File: src/rtl/bcd_pkg.sv
// Shared constants, FSM state type and sizing helper for the binary-to-BCD converter.
package bcd_pkg;

  localparam int DIGIT_W = 4;

  typedef enum logic {
    IDLE  = 1'b0,
    SHIFT = 1'b1
  } state_t;

  // Decimal digits needed to hold 2**bin_w - 1, i.e. ceil(bin_w * log10(2)).
  // 30103/100000 approximates log10(2) closely enough for any practical width.
  function automatic int min_digits(input int bin_w);
    return (bin_w * 30103 + 99999) / 100000;
  endfunction

endpackage

File: src/rtl/bcd_digit_adj.sv
// Single-digit double-dabble corrector: adds 3 to a BCD digit of 5 or more so
// that the following left shift carries correctly into the next decimal digit.
module bcd_digit_adj
  import bcd_pkg::*;
(
  input  logic [DIGIT_W-1:0] digit,
  output logic [DIGIT_W-1:0] adjusted
);

  assign adjusted = (digit >= DIGIT_W'(5)) ? digit + DIGIT_W'(3) : digit;

endmodule

File: src/rtl/bin2bcd_seq.sv
// Sequential binary-to-BCD converter (shift-and-add-3), one input bit per clock.
// Results are saturated to all nines on overflow and come with a leading-zero
// mask so the display driver can blank unused high digits.
module bin2bcd_seq
  import bcd_pkg::*;
#(
  parameter int BIN_W  = 16,
  parameter int DIGITS = 5
)
(
  input  logic                      clk,
  input  logic                      rst_n,
  input  logic                      start,
  input  logic [BIN_W-1:0]          bin,
  output logic                      busy,
  output logic                      done,
  output logic [DIGIT_W*DIGITS-1:0] bcd,
  output logic                      overflow,
  output logic [DIGITS-1:0]         lz
);

  localparam int BCD_W = DIGIT_W * DIGITS;
  localparam int CNT_W = $clog2(BIN_W + 1);

  // With enough digits for the full input range the top digit can never
  // shift a bit out, so the overflow path is tied off and trimmed.
  localparam bit OVF_POSSIBLE = (DIGITS < min_digits(BIN_W));

  localparam logic [BCD_W-1:0]  ALL_NINES = {DIGITS{4'h9}};
  localparam logic [DIGITS-1:0] LZ_RESET  = ~DIGITS'(1);

  state_t             state;
  state_t             state_next;
  logic               load;
  logic               shift_en;
  logic               finish;
  logic               last_bit;

  logic [CNT_W-1:0]   count;
  logic [BIN_W-1:0]   shreg;
  logic [BCD_W-1:0]   scratch;
  logic               ovf_sticky;

  logic [BCD_W-1:0]   adj;
  logic               shift_out;
  logic               ovf_bit;
  logic [BCD_W-1:0]   scratch_nxt;
  logic [BIN_W-1:0]   shreg_nxt;
  logic               ovf_final;
  logic [BCD_W-1:0]   result;
  logic [DIGITS-1:0]  lz_nxt;
  logic               upper_zero;

  for (genvar g = 0; g < DIGITS; g++) begin : g_adj
    bcd_digit_adj u_adj (
      .digit    (scratch[g*DIGIT_W +: DIGIT_W]),
      .adjusted (adj[g*DIGIT_W +: DIGIT_W])
    );
  end

  assign last_bit  = (count == CNT_W'(1));
  assign {shift_out, scratch_nxt, shreg_nxt} = {adj, shreg, 1'b0};
  assign ovf_bit   = OVF_POSSIBLE ? shift_out : 1'b0;
  assign ovf_final = ovf_sticky | ovf_bit;
  assign result    = ovf_final ? ALL_NINES : scratch_nxt;
  assign busy      = (state == SHIFT);

  // FSM state register; reset abandons any conversion in flight.
  always_ff @(posedge clk or negedge rst_n) begin
    if (!rst_n) begin
      state <= IDLE;
    end else begin
      state <= state_next;
    end
  end

  // Next state: accept a request only when idle, return after the last bit.
  always_comb begin
    state_next = state;
    case (state)
      IDLE:    if (start) state_next = SHIFT;
      SHIFT:   if (last_bit) state_next = IDLE;
      default: state_next = IDLE;
    endcase
  end

  // FSM control outputs driving the datapath and result registers.
  always_comb begin
    load     = 1'b0;
    shift_en = 1'b0;
    finish   = 1'b0;
    case (state)
      IDLE:  load = start;
      SHIFT: begin
        shift_en = 1'b1;
        finish   = last_bit;
      end
      default: ;
    endcase
  end

  // Conversion datapath: load operand, then adjust-and-shift once per clock.
  always_ff @(posedge clk or negedge rst_n) begin
    if (!rst_n) begin
      count      <= '0;
      shreg      <= '0;
      scratch    <= '0;
      ovf_sticky <= 1'b0;
    end else if (load) begin
      count      <= CNT_W'(BIN_W);
      shreg      <= bin;
      scratch    <= '0;
      ovf_sticky <= 1'b0;
    end else if (shift_en) begin
      count      <= count - CNT_W'(1);
      shreg      <= shreg_nxt;
      scratch    <= scratch_nxt;
      ovf_sticky <= ovf_final;
    end
  end

  // Leading-zero mask of the value about to be published; digit 0 never blanks.
  always_comb begin
    lz_nxt     = '0;
    upper_zero = 1'b1;
    for (int i = DIGITS - 1; i >= 1; i--) begin
      upper_zero = upper_zero && (result[DIGIT_W*i +: DIGIT_W] == '0);
      lz_nxt[i]  = upper_zero;
    end
  end

  // Published results: updated only on completion and held until the next one.
  always_ff @(posedge clk or negedge rst_n) begin
    if (!rst_n) begin
      done     <= 1'b0;
      bcd      <= '0;
      overflow <= 1'b0;
      lz       <= LZ_RESET;
    end else begin
      done <= finish;
      if (finish) begin
        bcd      <= result;
        overflow <= ovf_final;
        lz       <= lz_nxt;
      end
    end
  end

endmodule

File: config.mk
export PLATFORM = sky130hd
export DESIGN_NAME = bin2bcd_seq
export DESIGN_NICKNAME = d
export VERILOG_FILES = /design/src/rtl/bcd_pkg.sv /design/src/rtl/bcd_digit_adj.sv /design/src/rtl/bin2bcd_seq.sv
export SDC_FILE = /design/constraint.sdc
export NUM_CORES = 1
export LEC_CHECK = 0
export BUFFER_PORTS_ARGS = -buffer_cell sky130_fd_sc_hd__buf_2
export CORE_AREA = 10 10 77 112
export CTS_CLUSTER_SIZE = 8
export DETAILED_ROUTE_END_ITERATION = 16
export DIE_AREA = 0 0 87 122
export HOLD_SLACK_MARGIN = 0.05
export PLACE_DENSITY = 0.74
export SLEW_MARGIN = 20
export SYNTH_ARGS = -nofsm -noshare
export SYNTH_HDL_FRONTEND = slang
export SYNTH_SLANG_ARGS = --single-unit
File: constraint.sdc
create_clock -name clk -period 1.55 [get_ports clk]
set_input_delay 0.31 -clock clk [delete_from_list [all_inputs] [get_ports clk]]
set_output_delay 0.31 -clock clk [all_outputs]
set_load 0.01 [all_outputs]
==> After elaboration in Yosys (flattened, before gate mapping) <==
Cells that the tools add are included.
{ "word_totals": {"register_bits": 67} }
{ "op_classes": {"reduce_logical": 8, "n_mux": 17, "n_lt_le_gt_ge": 5, "n_addsub": 6, "bitwise_logic": 1, "eq_ne": 1} }
{ "op_table": {"columns": ["operator", "n"], "rows": [
  ["two-way mux 20 bit", 2],
  ["two-way mux 16 bit", 2],
  [">= comparator 4 x 3 -> 1 bit, second input constant", 5],
  ["adder 4 x 2 -> 4 bit, second input constant", 4],
  ["zero test 4 bit", 4],
  ["two-way mux 4 bit", 4],
  ["two-way mux 5 bit", 2],
  ["== test 5 x 1 -> 1 bit, second input constant", 1],
  ["two-way mux 1 bit", 5],
  ["subtractor 5 x 1 -> 5 bit, second input constant", 1],
  ["adder 3 x 2 -> 3 bit, second input constant", 1],
  ["logical AND 1 bit", 3],
  ["two-way mux 3 bit", 1],
  ["case mux 1 bit (2 select lines)", 1],
  ["nonzero test 2 bit", 1],
  ["NOT 1 bit", 1]
]} }

==> Depth between registers and ports, before layout <==
{ "depth": {"depth_word": 6, "mapped_depth": 7, "depth_no_buf": 7} }

==> Cells and area by module <==
A second synthesis with hierarchy kept.
{ "hier_totals": {"cells_unflattened": 286, "area_unflattened_um2": 3291.9} }
{ "by_module_without_submodules": {"columns": ["mod", "cells_each", "n_inst", "area_each_um2", "seq_area_each_um2"], "rows": [
  ["bin2bcd_seq", 206, 1, 2785.2, 1681.6],
  ["bcd_digit_adj", 16, 5, 101.3, 0.0]
]} }

==> Worst setup path after synthesis <==
No wires, ideal clock.
{ "synth_timing": {"path_kind": "register to register", "from": "register scratch[12]", "to": "register lz[1]", "path_slack_ns": -0.161, "required_time_ns": 1.464, "period_less_slack_ns": 1.711, "stages_incl_launch_ff": 7, "setup_time_ns": 0.086, "arrival_ns": 1.625, "n_path_buf": 0, "path_cell_list": "dfrtp_1 -> ha_1 -> nand2b_1 -> a21oi_1 -> mux2i_1 -> nand3_1 -> o31ai_2"} }
{ "synth_between": {"elab_chain_len": 6, "word_cells_on_any_way": 8, "classes_between": "1 x add/sub; 1 x order compare; 1 x mux; 5 x reduce/logical"} }
{ "synth_rtl": {"columns": ["item", "line", "source"], "rows": [
  ["start: declaration", "bin2bcd_seq.sv:41", "logic [BCD_W-1:0] scratch;"],
  ["start signal: assignment", "bin2bcd_seq.sv:117", "scratch <= scratch_nxt;"],
  ["adder 4 x 2 -> 4 bit / >= comparator 4 x 3 -> 1 bit (equally long branches)", "bcd_digit_adj.sv:10", "assign adjusted = (digit >= DIGIT_W'(5)) ? digit + DIGIT_W'(3) : digit;"],
  ["two-way mux 4 bit (*)", "bcd_digit_adj.sv:10", null],
  ["zero test 4 bit", "bin2bcd_seq.sv:127", "upper_zero = upper_zero && (result[DIGIT_W*i +: DIGIT_W] == '0);"],
  ["logical AND 1 bit (*) (3 in series)", "bin2bcd_seq.sv:127", null],
  ["end signal: assignment", "bin2bcd_seq.sv:144", "lz <= lz_nxt;"],
  ["end: declaration", "bin2bcd_seq.sv:19", "output logic [DIGITS-1:0] lz"]
]} }
Every way passes the cells marked *; elsewhere a longest branch is shown, timed or not.
A chain may end at the register's enable or synchronous reset.

==> Worst setup path in the final report <==
{ "layout_timing": {"from": "register scratch[9]", "to": "register lz[1]"} }
{ "layout_between": {"elab_chain_len": 6, "word_cells_on_any_way": 8, "classes_between": "1 x add/sub; 1 x order compare; 1 x mux; 5 x reduce/logical"} }
{ "layout_rtl": {"columns": ["item", "line"], "rows": [
  ["adder 4 x 2 -> 4 bit / >= comparator 4 x 3 -> 1 bit (equally long branches)", "bcd_digit_adj.sv:10"],
  ["two-way mux 4 bit (*)", "bcd_digit_adj.sv:10"],
  ["zero test 4 bit", "bin2bcd_seq.sv:127"],
  ["logical AND 1 bit", "bin2bcd_seq.sv:127"],
  ["logical AND 1 bit (*) (2 in series)", "bin2bcd_seq.sv:127"]
]} }
Marks and branches as above.

==> out/summary.txt <==
Worst Setup SP: scratch[9]$_DFFE_PN0P_
Setup WS post-layout: -0.268 ns
Syn Std Cell Area: 3310 sq um
Leakage: 2.29 nW
pre-CTS setup slack: -0.140 ns
total die area: 10600 sq um
final worst path period share: 1.17
CTS H-Tree Depth: 3
drt wl/cell: 17.2 um
largest cells by area after synthesis: dfrtp_1 (48%), nand2_1 (9.2%), mux2i_1 (7.9%)
Cell Rows: 37
TritonCTS Buffers: 9
commonest non-fill, non-tap cell in the layout: nand2_1
CTS tree: yes
Fin. Hold Viols: 0
Hold Path Class: in -> reg
Core Area: 6710 sq um
gr ovfl total: 0
Antenna diodes: 0
peak supply drop: 0.00115 V
Final GP Congestion: 0.860
chip width: 87 um
initial core utilization: 0.493
synth unique cells: 34
Final #Nets: 472
total power: 10.7 mW
Worst-Skew Late Latency: 0.36 ns
skew final: 0.00776 ns
CTS sink cnt: 67
Synth Flop Type: dfrtp_1
kind of critical path: reg -> reg
first-pass GRT wire length: 13200 um
Synth Instances: 339
register area share after synthesis: 0.508
failing checks: negative setup slack
MaxCap Viol Count: 0
Yosys reg bits: 67
fraction of registers with async set/reset: 1.00
Root Buffer: clkbuf_8
DRC viols: 0
Port Buffers: 44
Filler cells: 470
layout cells sized above 1: 0.428
Max Clk Rate: 550 MHz
Routed WL: 9030 um
register area: 1680 sq um
post-detail-place hpwl: 5360 um
drt initial violations: 149
antenna violations before repair: 0
leading cell types in the layout, fill and taps excluded: nand2_1 (79), dfrtp_1 (61), buf_4 (56)
status: complete, but fails checks
ratio of total power to cell area: 2310 nW/um^2
largest net degree at the start of global routing: 68
post-route setup TNS: -1.42 ns
Post-synth EDFFs: 0
crit start category: flop
Worst Setup End Kind: flop
synth warn: 0
share of the synthesized area in the top cell type: 0.476
Util after Layout: 0.689
Chip Height: 122 um
DR vias/cell: 5.44
clk slew on worst S/H paths: 0.08 ns
Total GRT Usage: 0.156
RR Startpoint: scratch[9]$_DFFE_PN0P_
fin. max-slew vios: 0
fin crit period: 1.82 ns
crit path DAT: 2.10 ns
area occupied by multi-input gates: 1850 sq um
CP Data Required Time: 1.83 ns
via count: 2848
Area Overhead vs Synth: 39.8%
number of global-route vias before repair: 2839
Worst Min Path Start: bin[0]
Hold WS: 0.195 ns
final-report setup violation count: 15
Clock Path Buffers: 2
Critical Path Fanout Max: 4
Post-DRT Antenna Nets: 0
RSZ-0062 raised after global routing: yes
syn_area_per_cell: 9.77 sq um
Pre-antenna DRT Iters: 7
# IOs: 47
Synth area leader: dfrtp_1
## state kept, by name, summed over array words and instances (netlist names)
register / cells
shreg: 16
bcd: 20
scratch: 20
done: 1
lz: 4
count: 5
busy: 1
## layout make-up
cell class	instances	area share
well taps	78	0.0211
multi-input cells	242	0.399
clock buffers	10	0.0297
repair buffers	108	0.161
flip-flops and latches	67	0.364
clock inverters	6	0.0141
inverters	13	0.0105
## path summary, 6_finish.rpt
check	endpoint	slack, ns	depth (start not counted)
worst max-delay path	lz[1]$_DFFE_PN1P_	-0.27	7
max in group asynchronous	lz[1]$_DFFE_PN1P_	0.74	3
min in group asynchronous	scratch[2]$_DFFE_PN0P_	0.47	3
worst max register to register	lz[1]$_DFFE_PN1P_	-0.27	7
worst min register to register	lz[4]$_DFFE_PN1P_	0.46	2
worst min-delay path	shreg[0]$_DFFE_PN0P_	0.19	3
## layer usage
layer,share of wire,global-route usage,vias to the layer above
met5,0,0,-
met2,0.51,0.267,86
met3,0.051,0.0461,38
met4,0.055,0.0732,0
li1,-,-,1350
met1,0.38,0.171,1374
## Yosys cell counts, drive strengths merged, types with 6 or more instances
library cell / number
nand2: 81
dfrtp: 63
a21oi: 12
o21ai: 36
o31ai: 10
inv: 13
clkbuf: 12
nand2b: 16
mux2i: 26
a22o: 6
nor2: 7
buf: 6
ha: 12
## repair_timing
item / 4_1_cts / 5_1_grt
setup buffers: 4 / 14
hold endpoints to repair: 63 / 0
endpoints found under the setup margin: 15 / 30
pin swaps: 5 / 14
hold buffers: 1 / 0
resized for setup: 27 / 54
## per-stage QoR
stage | area, sq um | std cells
5_1_grt | 4630 | 524
6_report | 4630 | 524
3_5_place_dp | 3940 | 491
4_1_cts | 4290 | 512
2_1_floorplan | 3330 | 340
3_3_place_gp | 3940 | 491
## worst max-delay path, cell delays in order (launching register included)
cell and delay (ns):
dfrtp_1 0.37, inv_2 0.07, ha_2 0.18, nand2b_4 0.16
a21oi_4 0.19, mux2i_2 0.27, nand4_1 0.20, o31ai_2 0.29
## logic make-up after synthesis
| group | share of synthesized area |
|---|---|
| AO/OA/AOI/OAI | 0.129 |
| other | 0.00113 |
| XOR/XNOR | 0.0159 |
| AND/OR/NAND/NOR | 0.167 |
| buffers and inverters | 0.0385 |
| flip-flops | 0.508 |
| multiplexers | 0.0956 |
| adder cells (fa/ha/maj) | 0.0454 |
## power breakdown
part / internal [mW] / switching [mW] / total, mW
registers: 2.48 / 0.597 / 3.08
logic: 3.10 / 2.99 / 6.09
clock network: 0.782 / 0.718 / 1.50
(Power assumes the default switching activity.)
